## src/rtl/bomb_pkg.sv

```systemverilog
// Shared slot state encoding and blast-cross geometry for the bomb pool.
package bomb_pkg;

    typedef enum logic [1:0] {
        FREE      = 2'b00,
        ARMED     = 2'b01,
        EXPLODING = 2'b10
    } slot_state_t;

    // Callers pass zero-extended tile coordinates, so signed int differences
    // give the same result as TILE_W+1-bit signed math, with no wrap at edges.
    function automatic logic in_blast(input int x, input int y, input int bx,
                                      input int by, input int radius);
        int dx, dy;
        dx = x - bx;
        dy = y - by;
        if (dx < 0) dx = -dx;
        if (dy < 0) dy = -dy;
        return ((dx == 0) && (dy <= radius)) || ((dy == 0) && (dx <= radius));
    endfunction

endpackage

```

## src/rtl/bomb_slot.sv

```systemverilog
// One bomb slot: FREE -> ARMED -> EXPLODING -> FREE, fuse and blast counted in frame ticks.
module bomb_slot
    import bomb_pkg::*;
#(
    parameter int TILE_W       = 5,
    parameter int CNT_W        = 7,
    parameter int FUSE_FRAMES  = 120,
    parameter int BLAST_FRAMES = 30
) (
    input  logic              Clk,
    input  logic              Reset,
    input  logic              alloc,
    input  logic [TILE_W-1:0] tile_x,
    input  logic [TILE_W-1:0] tile_y,
    input  logic              frame_tick,
    input  logic              chain_hit,
    output slot_state_t       state,
    output logic [TILE_W-1:0] x,
    output logic [TILE_W-1:0] y
);

    slot_state_t      state_d;
    logic [CNT_W-1:0] cnt, cnt_d;

    // Allocation wins over the tick, so a slot armed on a tick cycle starts its full fuse.
    always_comb begin
        state_d = state;
        cnt_d   = cnt;
        if (alloc) begin
            state_d = ARMED;
            cnt_d   = CNT_W'(FUSE_FRAMES);
        end else if (frame_tick) begin
            case (state)
                ARMED: begin
                    if (chain_hit || cnt == CNT_W'(1)) begin
                        state_d = EXPLODING;
                        cnt_d   = CNT_W'(BLAST_FRAMES);
                    end else begin
                        cnt_d = cnt - 1'b1;
                    end
                end
                EXPLODING: begin
                    if (cnt == CNT_W'(1)) begin
                        state_d = FREE;
                        cnt_d   = '0;
                    end else begin
                        cnt_d = cnt - 1'b1;
                    end
                end
                default: ;
            endcase
        end
    end

    always_ff @(posedge Clk or posedge Reset) begin
        if (Reset) begin
            state <= FREE;
            cnt   <= '0;
            x     <= '0;
            y     <= '0;
        end else begin
            state <= state_d;
            cnt   <= cnt_d;
            if (alloc) begin
                x <= tile_x;
                y <= tile_y;
            end
        end
    end

endmodule

```

## src/rtl/bomb_pool.sv

```systemverilog
// Pool of bomb slots with drop arbitration and per-player blast probes.
// Optional BOMB_CHAIN_REACT_EN: blasts detonate armed bombs in their cross, one hop per tick.
module bomb_pool
    import bomb_pkg::*;
#(
    parameter int N_PLAYERS        = 2,
    parameter int SLOTS_PER_PLAYER = 2,
    parameter int GRID_W           = 20,
    parameter int GRID_H           = 15,
    parameter int TILE_W           = 5,
    parameter int FUSE_FRAMES      = 120,
    parameter int BLAST_FRAMES     = 30,
    parameter int RADIUS           = 2
) (
    input  logic                                                Clk,
    input  logic                                                Reset,
    input  logic                                                frame_tick,
    input  logic [N_PLAYERS-1:0]                                drop_req,
    input  logic [N_PLAYERS-1:0][TILE_W-1:0]                    drop_x,
    input  logic [N_PLAYERS-1:0][TILE_W-1:0]                    drop_y,
    output logic [N_PLAYERS-1:0]                                drop_ack,
    output logic [N_PLAYERS-1:0]                                drop_nack,
    input  logic [N_PLAYERS-1:0][TILE_W-1:0]                    probe_x,
    input  logic [N_PLAYERS-1:0][TILE_W-1:0]                    probe_y,
    output logic [N_PLAYERS-1:0]                                probe_hit,
    output logic [N_PLAYERS*SLOTS_PER_PLAYER-1:0][1:0]          slot_state,
    output logic [N_PLAYERS*SLOTS_PER_PLAYER-1:0][TILE_W-1:0]   slot_x,
    output logic [N_PLAYERS*SLOTS_PER_PLAYER-1:0][TILE_W-1:0]   slot_y,
    output logic [N_PLAYERS-1:0][$clog2(SLOTS_PER_PLAYER+1)-1:0] bombs_used
);

    localparam int NS         = N_PLAYERS * SLOTS_PER_PLAYER;
    localparam int MAX_FRAMES = (FUSE_FRAMES > BLAST_FRAMES) ? FUSE_FRAMES : BLAST_FRAMES;
    localparam int CNT_W      = $clog2(MAX_FRAMES + 1);

    slot_state_t          st [NS];
    logic [NS-1:0]        alloc, chain_hit;
    logic [N_PLAYERS-1:0] grant, hit_d;

    for (genvar i = 0; i < NS; i++) begin : g_slot
        bomb_slot #(
            .TILE_W      (TILE_W),
            .CNT_W       (CNT_W),
            .FUSE_FRAMES (FUSE_FRAMES),
            .BLAST_FRAMES(BLAST_FRAMES)
        ) u_slot (
            .Clk       (Clk),
            .Reset     (Reset),
            .alloc     (alloc[i]),
            .tile_x    (drop_x[i/SLOTS_PER_PLAYER]),
            .tile_y    (drop_y[i/SLOTS_PER_PLAYER]),
            .frame_tick(frame_tick),
            .chain_hit (chain_hit[i]),
            .state     (st[i]),
            .x         (slot_x[i]),
            .y         (slot_y[i])
        );
        assign slot_state[i] = st[i];
    end

`ifdef BOMB_CHAIN_REACT_EN
    always_comb begin
        chain_hit = '0;
        for (int i = 0; i < NS; i++)
            for (int j = 0; j < NS; j++)
                if (st[j] == EXPLODING &&
                    in_blast(int'(slot_x[i]), int'(slot_y[i]), int'(slot_x[j]), int'(slot_y[j]), RADIUS))
                    chain_hit[i] = 1'b1;
    end
`else
    assign chain_hit = '0;
`endif

    // A lower-index player granted the same tile this cycle blocks the higher ones.
    always_comb begin
        logic busy, has_free, in_grid;
        int   free_s;
        grant    = '0;
        alloc    = '0;
        busy     = 1'b0;
        has_free = 1'b0;
        in_grid  = 1'b0;
        free_s   = 0;
        for (int p = 0; p < N_PLAYERS; p++) begin
            busy     = 1'b0;
            has_free = 1'b0;
            free_s   = 0;
            in_grid  = ({1'b0, drop_x[p]} < (TILE_W+1)'(GRID_W)) &&
                       ({1'b0, drop_y[p]} < (TILE_W+1)'(GRID_H));
            for (int i = 0; i < NS; i++)
                if (st[i] != FREE && slot_x[i] == drop_x[p] && slot_y[i] == drop_y[p])
                    busy = 1'b1;
            for (int q = 0; q < p; q++)
                if (grant[q] && drop_x[q] == drop_x[p] && drop_y[q] == drop_y[p])
                    busy = 1'b1;
            for (int s = SLOTS_PER_PLAYER - 1; s >= 0; s--)
                if (st[p*SLOTS_PER_PLAYER + s] == FREE) begin
                    has_free = 1'b1;
                    free_s   = s;
                end
            grant[p] = drop_req[p] && in_grid && has_free && !busy;
            if (grant[p])
                alloc[p*SLOTS_PER_PLAYER + free_s] = 1'b1;
        end
    end

    always_comb begin
        hit_d = '0;
        for (int p = 0; p < N_PLAYERS; p++)
            for (int i = 0; i < NS; i++)
                if (st[i] == EXPLODING &&
                    in_blast(int'(probe_x[p]), int'(probe_y[p]), int'(slot_x[i]), int'(slot_y[i]), RADIUS))
                    hit_d[p] = 1'b1;
    end

    always_comb begin
        bombs_used = '0;
        for (int p = 0; p < N_PLAYERS; p++)
            for (int s = 0; s < SLOTS_PER_PLAYER; s++)
                if (st[p*SLOTS_PER_PLAYER + s] != FREE)
                    bombs_used[p] = bombs_used[p] + 1'b1;
    end

    always_ff @(posedge Clk or posedge Reset) begin
        if (Reset) begin
            drop_ack  <= '0;
            drop_nack <= '0;
            probe_hit <= '0;
        end else begin
            drop_ack  <= grant;
            drop_nack <= drop_req & ~grant;
            probe_hit <= hit_d;
        end
    end

endmodule

```

## config.mk

```make
export PLATFORM = sky130hd
export DESIGN_NAME = bomb_pool
export DESIGN_NICKNAME = d
export VERILOG_FILES = /design/src/rtl/bomb_pkg.sv /design/src/rtl/bomb_slot.sv /design/src/rtl/bomb_pool.sv
export SDC_FILE = /design/constraint.sdc
export NUM_CORES = 1
export LEC_CHECK = 0
export ABC_AREA = 1
export BUFFER_PORTS_ARGS = -buffer_cell sky130_fd_sc_hd__buf_2
export CAP_MARGIN = 20
export CORE_AREA = 2 2 173 124
export CTS_CLUSTER_DIAMETER = 30
export DETAILED_ROUTE_END_ITERATION = 10
export DIE_AREA = 0 0 175 126
export GPL_TIMING_DRIVEN = 1
export PLACE_DENSITY = 0.75
export SYNTH_ARGS = -nofsm -noshare
export SYNTH_HDL_FRONTEND = slang
export SYNTH_HIERARCHICAL = 1
export SYNTH_SLANG_ARGS = --single-unit
```

## constraint.sdc

```tcl
create_clock -name Clk -period 2.94 [get_ports Clk]
set_input_delay 0.588 -clock Clk [delete_from_list [all_inputs] [get_ports Clk]]
set_output_delay 0.588 -clock Clk [all_outputs]
set_load 0.005 [all_outputs]
```

; Word level (Yosys, flattened, before mapping)
; Cells that the tools add are included.
[op_classes]
add_sub_neg = 39
n_mux = 91
order_cmp = 40
n_reduce_logical = 102
bitwise = 3
eq_ne = 38
[op_table]
columns = operator, n
row1 = two-way mux 32 bit, 18
row2 = "<= comparator 32 x 3 -> 1 bit, second input constant", 16
row3 = logical NOT 32 bit, 16
row4 = negation 6 -> 32 bit, 16
row5 = two-way mux 7 bit, 16
row6 = "less-than comparator 6 x 1 -> 1 bit, second input constant", 16
row7 = subtractor 5 x 5 -> 6 bit, 16
row8 = equality test 5 bit, 18
row9 = "greater-or-equal comparator 32 x 1 -> 1 bit, second input constant", 2
row10 = "less-than comparator 32 x 4 -> 1 bit, second input constant", 2
row11 = one-hot mux 7 bit (2 select lines), 4
row12 = logical AND 1 bit, 52
row13 = two-way mux 2 bit, 18
row14 = "adder 3 x 32 -> 32 bit, first input constant", 1
row15 = "equality test 7 x 1 -> 1 bit, second input constant", 4
row16 = "subtractor 7 x 1 -> 7 bit, second input constant", 4
row17 = two-way mux 1 bit, 27
row18 = "inequality test 3 x 2 -> 1 bit, second input constant", 8
row19 = one-hot mux 2 bit (2 select lines), 4
row20 = AND reduction 4 bit, 4
row21 = nonzero test 2 bit, 8
row22 = nonzero test 3 bit, 4
row23 = "less-than comparator 5 x 4 -> 1 bit, second input constant", 2
row24 = "less-than comparator 5 bit, second input constant", 2
row25 = 12 further kinds, 35
[word_totals]
out_inout_bits = 58
reg_bits = 82
word_cells = 332
in_bits = 45

; Logic depth before layout (Yosys ltp)
[logic_depth]
depth_word = 17
mapped_depth = 17
mapped_depth_nobuf = 17

; Cells and area by module
; The synthesis kept the hierarchy.
[by_module_without_submodules]
columns = mod, instances, seq_area_each_um2, cells_each, area_per_inst_um2
row1 = bomb_pool, 1, 150.1, 1316, 7079.3
row2 = bomb_slot, 4, 475.5, 128, 991.0

; Least setup slack after synthesis
; No wires, ideal clock.
[synth_path]
path_kind = reg2reg
start = reg g_slot[1].u_slot.state[1]
end = reg g_slot[0].u_slot.state[0]
n_path_buf = 0
required_time_ns = 2.820
stages_incl_launch_ff = 14
t_arrival_ns = 2.390
period_less_slack_ns = 2.511
setup_ns = 0.120
path_slack_ns = 0.429
path_cell_list = dfrtp_1 -> nor2_1 -> inv_1 -> ha_1 -> nor2_1 -> nand2_1 -> nor3_1 -> nand2_1 -> nor4_1 -> inv_2 -> nand2_2 -> o21ai_2 -> nand2_1 -> nand2_1
[synth_between]
elab_chain_len = 16
word_cells_on_any_way = 38
cone_classes = order compare: 2 / eq/ne: 2 / mux: 16 / bitwise: 1 / reduce/logical: 17
[synth_rtl]
columns = item, line_no
row1 = start: declaration, bomb_slot.sv:17  ; output slot_state_t state,
row2 = start signal: assignment, bomb_slot.sv:62  ; state <= state_d;
row3 = "parallel branches: the longest is 13 deep, another holds greater-or-equal comparator 32 x 1 -> 1 bit", n/a
row4 = two-way mux 4 bit (*), bomb_pool.sv:102  ; if (grant[p])
row5 = named net alloc[0], bomb_pool.sv:37  ; logic [NS-1:0] alloc, chain_hit;
row6 = inequality test 3 x 2 -> 1 bit (no source line) (tied with other cells), n/a
row7 = AND reduction 4 bit (no source line), n/a
row8 = end signal: assignment, bomb_slot.sv:62
row9 = end: declaration, bomb_slot.sv:17
; Mark *: on every way through the listed nets, which the timed path passes.
; A chain may end at the register's enable or synchronous reset.

; Worst setup path in the final report
[layout_path]
start = reg g_slot[0].u_slot.state[1]
end = reg g_slot[2].u_slot.cnt[3]
[layout_between]
elab_chain_len = 17
word_cells_on_any_way = 36
cone_classes = order compare: 2 / mux: 16 / bitwise: 1 / reduce/logical: 17
[layout_rtl]
columns = item, line_no
row1 = "parallel branches: the longest is 14 deep, another holds greater-or-equal comparator 32 x 1 -> 1 bit", n/a
row2 = two-way mux 4 bit (*), bomb_pool.sv:102
row3 = named net alloc[2], bomb_pool.sv:37
row4 = nonzero test 3 bit (no source line) or nonzero test 2 bit (tied branches), n/a
row5 = AND reduction 2 bit (no source line), n/a
row6 = end signal: assignment, bomb_slot.sv:63  ; cnt <= cnt_d;
row7 = end: declaration, bomb_slot.sv:23  ; logic [CNT_W-1:0] cnt, cnt_d;
; Marks and branches as above.

==> reports/metrics.csv <==
metric,value,unit
register area,2050,µm²
register bit total from synthesis,82,
mapped cell area,11000,µm²
Pwr per Cell Area,1150,nW/µm²
Final ANT Viol Nets,0,
Final Core Density,0.598,
initial DRC count,1286,
Crit path max-delay family,simple AND/OR/NAND/NOR gates,
cell taking the most area after synthesis,nand2_1,
initial antenna violation count,1,
Post-Route WL,35.3,mm
CP arrival,2970,ps
cells resized by post-CTS repair,0,
crit path cell chain,"nor2_1, inv_1, ha_1, nor2_1, nand2_1, nor3_1, nand2_1, nor2_1, nand4_1, nand2_1, nor2_1, buf_4, nor2_2, nand3_1, nand2_1, inv_1",
postcts setup bufs,0,
slowest cell delay on critical path,450,ps
ant diodes,0,
reg2reg start,g_slot[0].u_slot/state[1],
DP Cell Count,2203,
vias in the first global route,10500,
Multi-input gate area,7790,µm²
Filler cells,2020,
measured slew at the worst slew-check pin,816,ps
crit share post-route,0.928,
Tmin final,2730,ps
clock sink total,82,
Routability Congestion,1.00,
Post-synth EDFFs,0,
asr flop ratio synth,1.00,
endpoints failing setup,0,
die area,22100,µm²
Hold WC Path Type,in -> async,
Initial Util,0.541,
hold_buf cts,0,
Vias,12000,
clk slew on worst S/H paths,60,ps
DP HPWL,28.9,mm
CTS buffer count,9,
slowest library cell on the worst path,dfrtp_1,
CTS max path bufs,2,
Root Driver,clkbuf_16,
Synth top area share,0.236,
vias per cell,5.43,
boundary pin count,103,
first-pass GRT wire length,55.1,mm
Max-Cap Viols,0,
IO buf count,102,
ys flop type,dfrtp_1,
Placement Cell Area,11900,µm²
CP required,3180,ps
RSZ-0062 raised after global routing,yes,
Post-Layout Cell Count,2218,
Startpoint Class,register,
post-route cell area,12200,µm²
Die Span X,175,µm
CP Class,reg -> reg,
leakage,7.08,nW
final hold vios,0,
Routed WL per cell,15.9,µm
FMAX,366,MHz
CTS HTree Levels,3,
CTS tree,done,
Synth warnings,6,
CP Buf/Inv Count,3,
Post-Syn Instances,1828,
crit path max fanout,14,
Congestion Overflow GR,0,
drt drc,0,
Total GRT Usage,0.319,
row count,44,
CP Capture Type,register,
Synth area leaders,"nand2_1 24%, dfrtp_1 19%, ha_1 10%, inv_1 9.2%, nand3_1 7.0%",
Design Power,0.0141,W
largest net degree at the start of global routing,20,
worst-skew pair later-pin latency,340,ps
nets,2091,
crit path launch,g_slot[0].u_slot/state[1],
share of cells above drive strength 1,0.112,
Avg Inst Size Synth,6.04,µm²
Area Growth Syn to Fin,10.6,%
Die H,126,µm
Core Region,20400,µm²
Final Slew Violations,0,
First-pass DRT Iterations,5,
status,"finished, final reports clean",
Slew headroom,0.455,
Yosys cell types,44,
skew final,9.55,ps
sequential-to-total area share from yosys stat,0.186,
Worst VDD drop,0.512,mV
cell families (layout without fill, tap and decap cells):
logic type	Yosys count	in the layout	share of synthesized area
and+or+nand+nor	1114	1114	0.442
buffers and inverters	320	427	0.112
AOI/OAI and AO/OA	132	132	0.0685
adders and majority gates	108	108	0.133
DFF	82	82	0.186
xor gates and xnor gates	71	71	0.0577
other	1	8	0.000340
registers in the layout (all words and copies together) (netlist names):
signal               cells
probe_hit                2
drop_ack                 2
drop_nack                2
g_slot.u_slot/y         20
g_slot.u_slot/cnt       28
g_slot.u_slot/state      8
g_slot.u_slot/x         20
synthesized netlist by cell type, types with 24 or more instances:
cell type / number
nand3_1: 155
a21oi_1: 60
xnor2_1: 24
xor2_1: 45
ha_1: 92
nand4_1: 47
dfrtp_1: 82
nor2_1: 113
nand2_1: 693
inv_1: 272
o21ai_0: 35
nand2_2: 26
layer usage:
metal,GRT usage,vias to the layer above,part of all wire
met1,0.486,5446,0.47
met2,0.448,553,0.40
met4,0.0877,2,0.022
met5,0,-,0.00042
met3,0.0697,53,0.11
li1,-,5990,-
worst paths after layout:
check	to	cells after the start	slack (ps)
setup / recovery	g_slot[2].u_slot/cnt[3]	16	210
hold / removal	probe_hit[1]	2	330
setup reg to reg	g_slot[2].u_slot/cnt[3]	16	210
hold reg to reg	g_slot[0].u_slot/cnt[1]	2	510
max in group asynchronous	g_slot[0].u_slot/cnt[1]	2	1950
min in group Clk	drop_nack[0]	3	490
stage by stage:
stage	hold slack, ps	TNS, ps	setup WS (ps)
detailed placement	499	0	287
global route	316	-13.7	-13.7
finish	325	0	211
CTS	317	0	267
global placement	495	0	311
floorplan	379	0	429
power by group:
group / internal [W] / switching [W]
Combinational: 0.00377 / 0.00653
Sequential: 0.00163 / 0.000986
Clock: 0.000739 / 0.000444
Total: 0.00613 / 0.00796
area by class of cell:
class,count,share of cell area
Timing Repair Buffer,117,0.0510
Clock buffer,12,0.0194
Sequential cell,82,0.168
Inverter,295,0.0906
Tap cell,276,0.0283
Multi-Input combinational cell,1433,0.637
Clock inverter,3,0.00533
layout by cell type (no fill, tap or decap), types with 3 or more instances in the layout:
cell type and count:
nor3_2 4, clkbuf_1 3, nor2_4 6, inv_2 22, fa_1 16, nand3_1 155, inv_1 272, nand2_1 693
dfrtp_1 82, xnor2_1 24, o211ai_1 3, nor2_1 113, ha_1 92, nand2_4 4, nand4_1 47, o2111ai_1 4
buf_4 15, conb_1 8, nand3b_1 21, o21ai_2 4, nor2_2 10, a21oi_1 60, nor4_1 9, xor2_1 45
nand3_4 4, nor3_1 14, o21ai_0 35, clkbuf_16 9, buf_2 102, nand2_2 26, a21oi_2 3, o22ai_1 13
(Power assumes the default switching activity.)
